### src/rtl/display_scheduler.sv
// Two-source arbiter for a multiplexed 7-segment display. Updates from either
// source are deferred to frame boundaries, and a shown source keeps the display
// for a minimum number of frames.
module display_scheduler #(
  parameter int SCAN_DIV     = 100000,
  parameter int DWELL_FRAMES = 64
) (
  input  logic        clk,
  input  logic        rst,
  input  logic        req0,
  input  logic [31:0] numb0,
  input  logic [7:0]  mask0,
  input  logic        err0,
  output logic        ack0,
  input  logic        req1,
  input  logic [31:0] numb1,
  input  logic [7:0]  mask1,
  input  logic        err1,
  output logic        ack1,
  input  logic        clear,
  output logic [31:0] numb,
  output logic [7:0]  mask,
  output logic        error,
  output logic        scan_en,
  output logic [2:0]  digit,
  output logic        frame_start,
  output logic        owner,
  output logic        active
);

  localparam int DIVW = $clog2(SCAN_DIV);
  localparam int DWW  = $clog2(DWELL_FRAMES + 1);
  localparam logic [DIVW-1:0] DIV_LAST  = DIVW'(SCAN_DIV - 1);
  localparam logic [DWW-1:0]  DWELL_MAX = DWW'(DWELL_FRAMES);

  typedef enum logic [1:0] {IDLE, PEND, SHOW} state_t;

  state_t          state_q, state_d;
  logic [DIVW-1:0] div_q, div_d;
  logic [2:0]      digit_q, digit_d;
  logic [DWW-1:0]  dwell_q, dwell_d;
  logic            clr_pend_q, clr_pend_d;
  logic            last_owner_q, last_owner_d;
  logic            owner_q, owner_d;
  logic            active_q, active_d;
  logic            gnt_src_q, gnt_src_d;
  logic [31:0]     sh_numb_q, sh_numb_d;
  logic [7:0]      sh_mask_q, sh_mask_d;
  logic            sh_err_q, sh_err_d;
  logic [31:0]     numb_q, numb_d;
  logic [7:0]      mask_q, mask_d;
  logic            err_q, err_d;
  logic            ack0_q, ack0_d;
  logic            ack1_q, ack1_d;

  logic scan_w, frame_w, blocked, eligible, gnt0, gnt1;

  assign scan_w   = (div_q == DIV_LAST);
  assign frame_w  = scan_w && (digit_q == 3'd7);
  // A clear arriving this cycle blocks grants just like a latched one.
  assign blocked  = clr_pend_q || clear;
  assign eligible = (state_q == IDLE) || ((state_q == SHOW) && (dwell_q == DWELL_MAX));

  always_comb begin
    gnt0 = 1'b0;
    gnt1 = 1'b0;
    if (!blocked) begin
      if (eligible) begin
        if (req0 && req1) begin
          gnt0 = last_owner_q;
          gnt1 = !last_owner_q;
        end else begin
          gnt0 = req0;
          gnt1 = req1;
        end
      end else if (state_q == SHOW) begin
        gnt0 = req0 && !owner_q;
        gnt1 = req1 && owner_q;
      end
    end
  end

  always_comb begin
    state_d      = state_q;
    div_d        = scan_w ? '0 : div_q + DIVW'(1);
    digit_d      = scan_w ? digit_q + 3'd1 : digit_q;
    dwell_d      = dwell_q;
    clr_pend_d   = clr_pend_q || clear;
    last_owner_d = last_owner_q;
    owner_d      = owner_q;
    active_d     = active_q;
    gnt_src_d    = gnt_src_q;
    sh_numb_d    = sh_numb_q;
    sh_mask_d    = sh_mask_q;
    sh_err_d     = sh_err_q;
    numb_d       = numb_q;
    mask_d       = mask_q;
    err_d        = err_q;
    ack0_d       = gnt0;
    ack1_d       = gnt1;

    if (gnt0 || gnt1) begin
      gnt_src_d = gnt1;
      sh_numb_d = gnt1 ? numb1 : numb0;
      sh_mask_d = gnt1 ? mask1 : mask0;
      sh_err_d  = gnt1 ? err1  : err0;
      state_d   = PEND;
    end

    // All visible changes happen on the frame wrap so a frame never tears.
    if (frame_w) begin
      if (blocked) begin
        numb_d     = '0;
        mask_d     = '1;
        err_d      = 1'b0;
        active_d   = 1'b0;
        clr_pend_d = 1'b0;
        state_d    = IDLE;
      end else if (state_q == PEND) begin
        numb_d       = sh_numb_q;
        mask_d       = sh_mask_q;
        err_d        = sh_err_q;
        owner_d      = gnt_src_q;
        last_owner_d = gnt_src_q;
        active_d     = 1'b1;
        dwell_d      = '0;
        state_d      = SHOW;
      end else if ((state_q == SHOW) && (dwell_q != DWELL_MAX)) begin
        dwell_d = dwell_q + DWW'(1);
      end
    end
  end

  always_ff @(posedge clk or negedge rst) begin
    if (!rst) begin
      state_q      <= IDLE;
      div_q        <= '0;
      digit_q      <= '0;
      dwell_q      <= '0;
      clr_pend_q   <= 1'b0;
      last_owner_q <= 1'b1;
      owner_q      <= 1'b0;
      active_q     <= 1'b0;
      gnt_src_q    <= 1'b0;
      sh_numb_q    <= '0;
      sh_mask_q    <= '0;
      sh_err_q     <= 1'b0;
      numb_q       <= '0;
      mask_q       <= '1;
      err_q        <= 1'b0;
      ack0_q       <= 1'b0;
      ack1_q       <= 1'b0;
    end else begin
      state_q      <= state_d;
      div_q        <= div_d;
      digit_q      <= digit_d;
      dwell_q      <= dwell_d;
      clr_pend_q   <= clr_pend_d;
      last_owner_q <= last_owner_d;
      owner_q      <= owner_d;
      active_q     <= active_d;
      gnt_src_q    <= gnt_src_d;
      sh_numb_q    <= sh_numb_d;
      sh_mask_q    <= sh_mask_d;
      sh_err_q     <= sh_err_d;
      numb_q       <= numb_d;
      mask_q       <= mask_d;
      err_q        <= err_d;
      ack0_q       <= ack0_d;
      ack1_q       <= ack1_d;
    end
  end

  assign ack0        = ack0_q;
  assign ack1        = ack1_q;
  assign numb        = numb_q;
  assign mask        = mask_q;
  assign error       = err_q;
  assign scan_en     = scan_w;
  assign digit       = digit_q;
  assign frame_start = frame_w;
  assign owner       = owner_q;
  assign active      = active_q;

endmodule
### config.mk
export PLATFORM = sky130hd
export DESIGN_NAME = display_scheduler
export DESIGN_NICKNAME = d
export VERILOG_FILES = /design/src/rtl/display_scheduler.sv
export SDC_FILE = /design/constraint.sdc
export NUM_CORES = 1
export LEC_CHECK = 0
export CAP_MARGIN = 20
export CORE_MARGIN = 4
export CORE_UTILIZATION = 49
export DETAILED_ROUTE_END_ITERATION = 10
export GPL_TIMING_DRIVEN = 1
export PLACE_DENSITY_LB_ADDON = 0.15
export SETUP_SLACK_MARGIN = 0.15
export SYNTH_ARGS = -nofsm -noshare
export SYNTH_HDL_FRONTEND = slang
export SYNTH_SLANG_ARGS = --single-unit
### constraint.sdc
create_clock -name clk -period 2 [get_ports clk]
set_input_delay 0.4 -clock clk [delete_from_list [all_inputs] [get_ports clk]]
set_output_delay 0.4 -clock clk [all_outputs]
set_load 0.01 [all_outputs]
==> metrics.log <==
INFO  metric clock_sink_count = 118
INFO  metric core_area = 0.01042 mm2
INFO  metric tritoncts = yes
INFO  metric r2r_start = div_q[12]
INFO  metric synth_top_cells_by_count = sky130_fd_sc_hd__nand2_1 (200), sky130_fd_sc_hd__dfrtp_1 (109), sky130_fd_sc_hd__nor2_1 (84), sky130_fd_sc_hd__a31oi_1 (43), sky130_fd_sc_hd__buf_4 (14)
INFO  metric finalCoreUtilization = 0.9552
INFO  metric grt_start_max_net_pins = 37
INFO  metric critPathKind = reg -> reg
INFO  metric routed_wirelength = ~28000 um
INFO  metric timing.rr.end = mask[0]
INFO  metric synthArstFlopShare = 1.000
INFO  metric pin_count = 137
INFO  metric antenna_cells = 0
INFO  metric placedCellCount = 879
INFO  metric pre_cts_ws = -76.85 ps
INFO  metric postSynthRegisterBits = 118
INFO  metric grt_setup_unrepaired = true
INFO  metric post-synth-top-area-cell = sky130_fd_sc_hd__dfrtp_1
INFO  metric syn_nets = 677
INFO  metric ys_warn_count = 0
INFO  metric dieWidth = roughly 110 um
INFO  metric post-route-min-period = 2408 ps
INFO  metric maxClockFrequency = 415.4 MHz
INFO  metric syn_avg_cell_area = 9.064 um2
INFO  metric count_leader_synth = sky130_fd_sc_hd__nand2_1
INFO  metric post_synth_edffs = 0
INFO  metric drt_iter0_markers = 799
INFO  metric avgViaCountPerCell = between 6 and 7
INFO  metric crit_fanout = 8
INFO  metric run_status = finished, violations left
INFO  metric clkSlewWorstSetupHoldPaths = 60 ps
INFO  metric grt_usage = 0.2827
INFO  metric report.final.setup_viol = between 90 and 100
INFO  metric static-leakage-power = 5.006 nW
INFO  metric ys.flop_type = sky130_fd_sc_hd__dfrtp_1
INFO  metric numCtsBuffers = 17
INFO  metric layout_setup_ws = -407.6 ps
INFO  metric final_hold_viol_count = 0
INFO  metric routability_driven_placement_congestion_ratio = ~0.9
INFO  metric clk_path_buf_depth = 2
INFO  metric yosys_cell_types = 50
INFO  metric finish.net_count = 904
INFO  metric areaGrowthSynthToFinish = 87.64%
INFO  metric floorplan.die_area = 0.01255 mm2
INFO  metric grt-ovfl-total = 0
INFO  metric die_h = 112.0 um
INFO  metric floorplan.initialDensity = 0.5091
INFO  metric crit_path_end_kind = flop
INFO  metric global_route_wire_length_before_repair = 28010 um
INFO  metric latest_clock_arrival_within_the_worst_skew_pair = roughly 540 ps
INFO  metric crit_end = mask[0]
INFO  metric synth.top_cell.area_share = 0.5144
INFO  metric timing.final.crit_share = 1.204
INFO  metric clockRootBuffer = sky130_fd_sc_hd__clkbuf_8
INFO  metric holdCritPathClass = in -> async
INFO  metric worstSetupStartpointType = flop
INFO  metric final-max-slew-violation-count = 0
INFO  metric failed_checks = negative setup slack
INFO  metric drt_drc_violations_left = 0
INFO  metric final_cell_count_without_fillers = 961
INFO  metric worst_pin_slew = 523.3 ps
INFO  metric drv.max_cap_violation_count = 0
INFO  metric power.ir.vdd_worst = 0.8649 mV
INFO  metric synth_seq_area_share = 0.5590
INFO  metric htreeDepth = 4
INFO  metric finalClockSkew = just over 10 ps
INFO  metric hpwlAfterDp = 10350 um
INFO  metric launching_element_of_the_worst_setup_path = div_q[12]
INFO  metric io_buffers = 136
INFO  metric post_synth_main_area_contributors = sky130_fd_sc_hd__dfrtp_1 (51%), sky130_fd_sc_hd__nand2_1 (14%), sky130_fd_sc_hd__nor2_1 (5.9%)
INFO  metric final_antenna_net_count = 0
INFO  metric num_vias = about 6.4k
INFO  metric power_density = ~570 mW/mm2
INFO  metric final.fill_count = between 200 and 250
INFO  metric row_count = 37
INFO  metric wl_per_cell = 29.24 um
INFO  metric worst-r2r-cell-count = 9
INFO  metric r2r_setup_slack = -410 ps
INFO  metric drt-pass1-iter-count = 6
INFO  metric antenna_found_initial = 0
INFO  metric crit_arrival = 2820 ps
INFO  metric synth.cell_area = between 0.005 and 0.006 mm2
INFO  metric timing.slew.headroom = 0.6512
INFO  metric share_of_cells_above_drive_strength_1 = 0.4352
INFO  metric first_global_vias = 5504
INFO  metric postSynthCellCount = 585
INFO  metric required = 2410 ps
power by group:
group / internal (W) / switching, W
clock: 0.00179 / 0.00119
combinational: 0.000165 / 0.000124
sequential: 0.00239 / 0.000000940
layout by cell type (no fill, tap or decap), drive strengths merged, types with 6 or more instances in the layout:
master         Yosys  final
a31oi             43     43
buf               21     86
clkbuf             7     36
clkdlybuf4s50      0     87
clkinv             1     11
dfrtp            109    109
dfstp              9      9
dlygate4sd2        0     31
dlymetal6s2s       0     15
nand2            200    200
nand3             14     14
nand4              5      6
nor2              84     84
o21ai             13     13
xnor2             12     12
how the worst min path moves through the flow:
stage	end	slack, ps	cells after the start
floorplan	ack0	100	0
global placement	ack1	400	1
detailed placement	ack1	400	1
CTS	div_q[8]	400	2
global route	div_q[8]	440	2
finish	dwell_q[6]	430	2
metrics by stage:
stage	instance area, um2	power (W)	setup TNS [ps]	hold slack, ps
6_report	9950	0.005661	-14290	426.7
3_3_place_gp	7177	0.002677	-305.4	396.4
2_1_floorplan	5303	0.002437	0	104.4
5_1_grt	9950	0.005777	-22290	443.6
3_5_place_dp	7177	0.002678	-1652	398.0
4_1_cts	8244	0.005493	-1660	404.5
worst max-delay path, stage by stage (launching register included):
cell and delay (ps):
sky130_fd_sc_hd__dfrtp_1 420, sky130_fd_sc_hd__buf_4 180, sky130_fd_sc_hd__nor4b_1 390, sky130_fd_sc_hd__and4_4 350, sky130_fd_sc_hd__buf_6 120, sky130_fd_sc_hd__buf_6 90, sky130_fd_sc_hd__o311a_4 210, sky130_fd_sc_hd__buf_12 140
sky130_fd_sc_hd__nor2_2 50, sky130_fd_sc_hd__nor2_1 330
registers in the layout, indices dropped and copies added, names as in the netlist, 2 cells and up:
name and count:
numb 32, sh_numb_q 32, div_q 17, mask 8
sh_mask_q 8, dwell_q 7, digit 3, state_q 2
final cells by class:
cell class | count | area, um2 | area share
multi-input cells | 433 | 3433 | 0.3451
flip-flops and latches | 118 | 2964 | 0.2979
clock inverters | 11 | 107.6 | 0.01081
well taps | 136 | 170.2 | 0.01710
repair buffers | 235 | 2799 | 0.2813
clock buffers | 21 | 439.2 | 0.04414
inverters | 7 | 36.28 | 0.003647
what timing repair did:
| action | CTS | global route |
|---|---|---|
| setup endpoints to repair | 86 | 116 |
| pin swaps | 42 | 131 |
| hold buffers | 1 | 0 |
| cloned | 8 | 16 |
| resized for setup | 124 | 296 |
| endpoints found under the hold margin | 31 | 0 |
| setup buffers | 9 | 16 |
per-layer routing:
layer | part of all wire | vias to the layer above | GRT usage
li1 | - | 2426 | -
met1 | 0.33 | 3082 | 0.3310
met2 | 0.48 | 623 | 0.4912
met3 | 0.096 | 228 | 0.07062
met4 | 0.093 | 0 | 0.1282
met5 | 0 | - | 0
kinds of logic (layout without fill, tap and decap cells):
family / count (synthesis) / in the layout / synth area share
xor+xnor: 17 / 17 / 0.02808
compound gates: 70 / 70 / 0.08542
buf+inv: 35 / 274 / 0.03728
mux: 2 / 2 / 0.004247
flops: 118 / 118 / 0.5590
fa+ha+maj: 5 / 5 / 0.01180
simple gates: 338 / 339 / 0.2742
No activity file was read; power rests on OpenSTA's default activity.
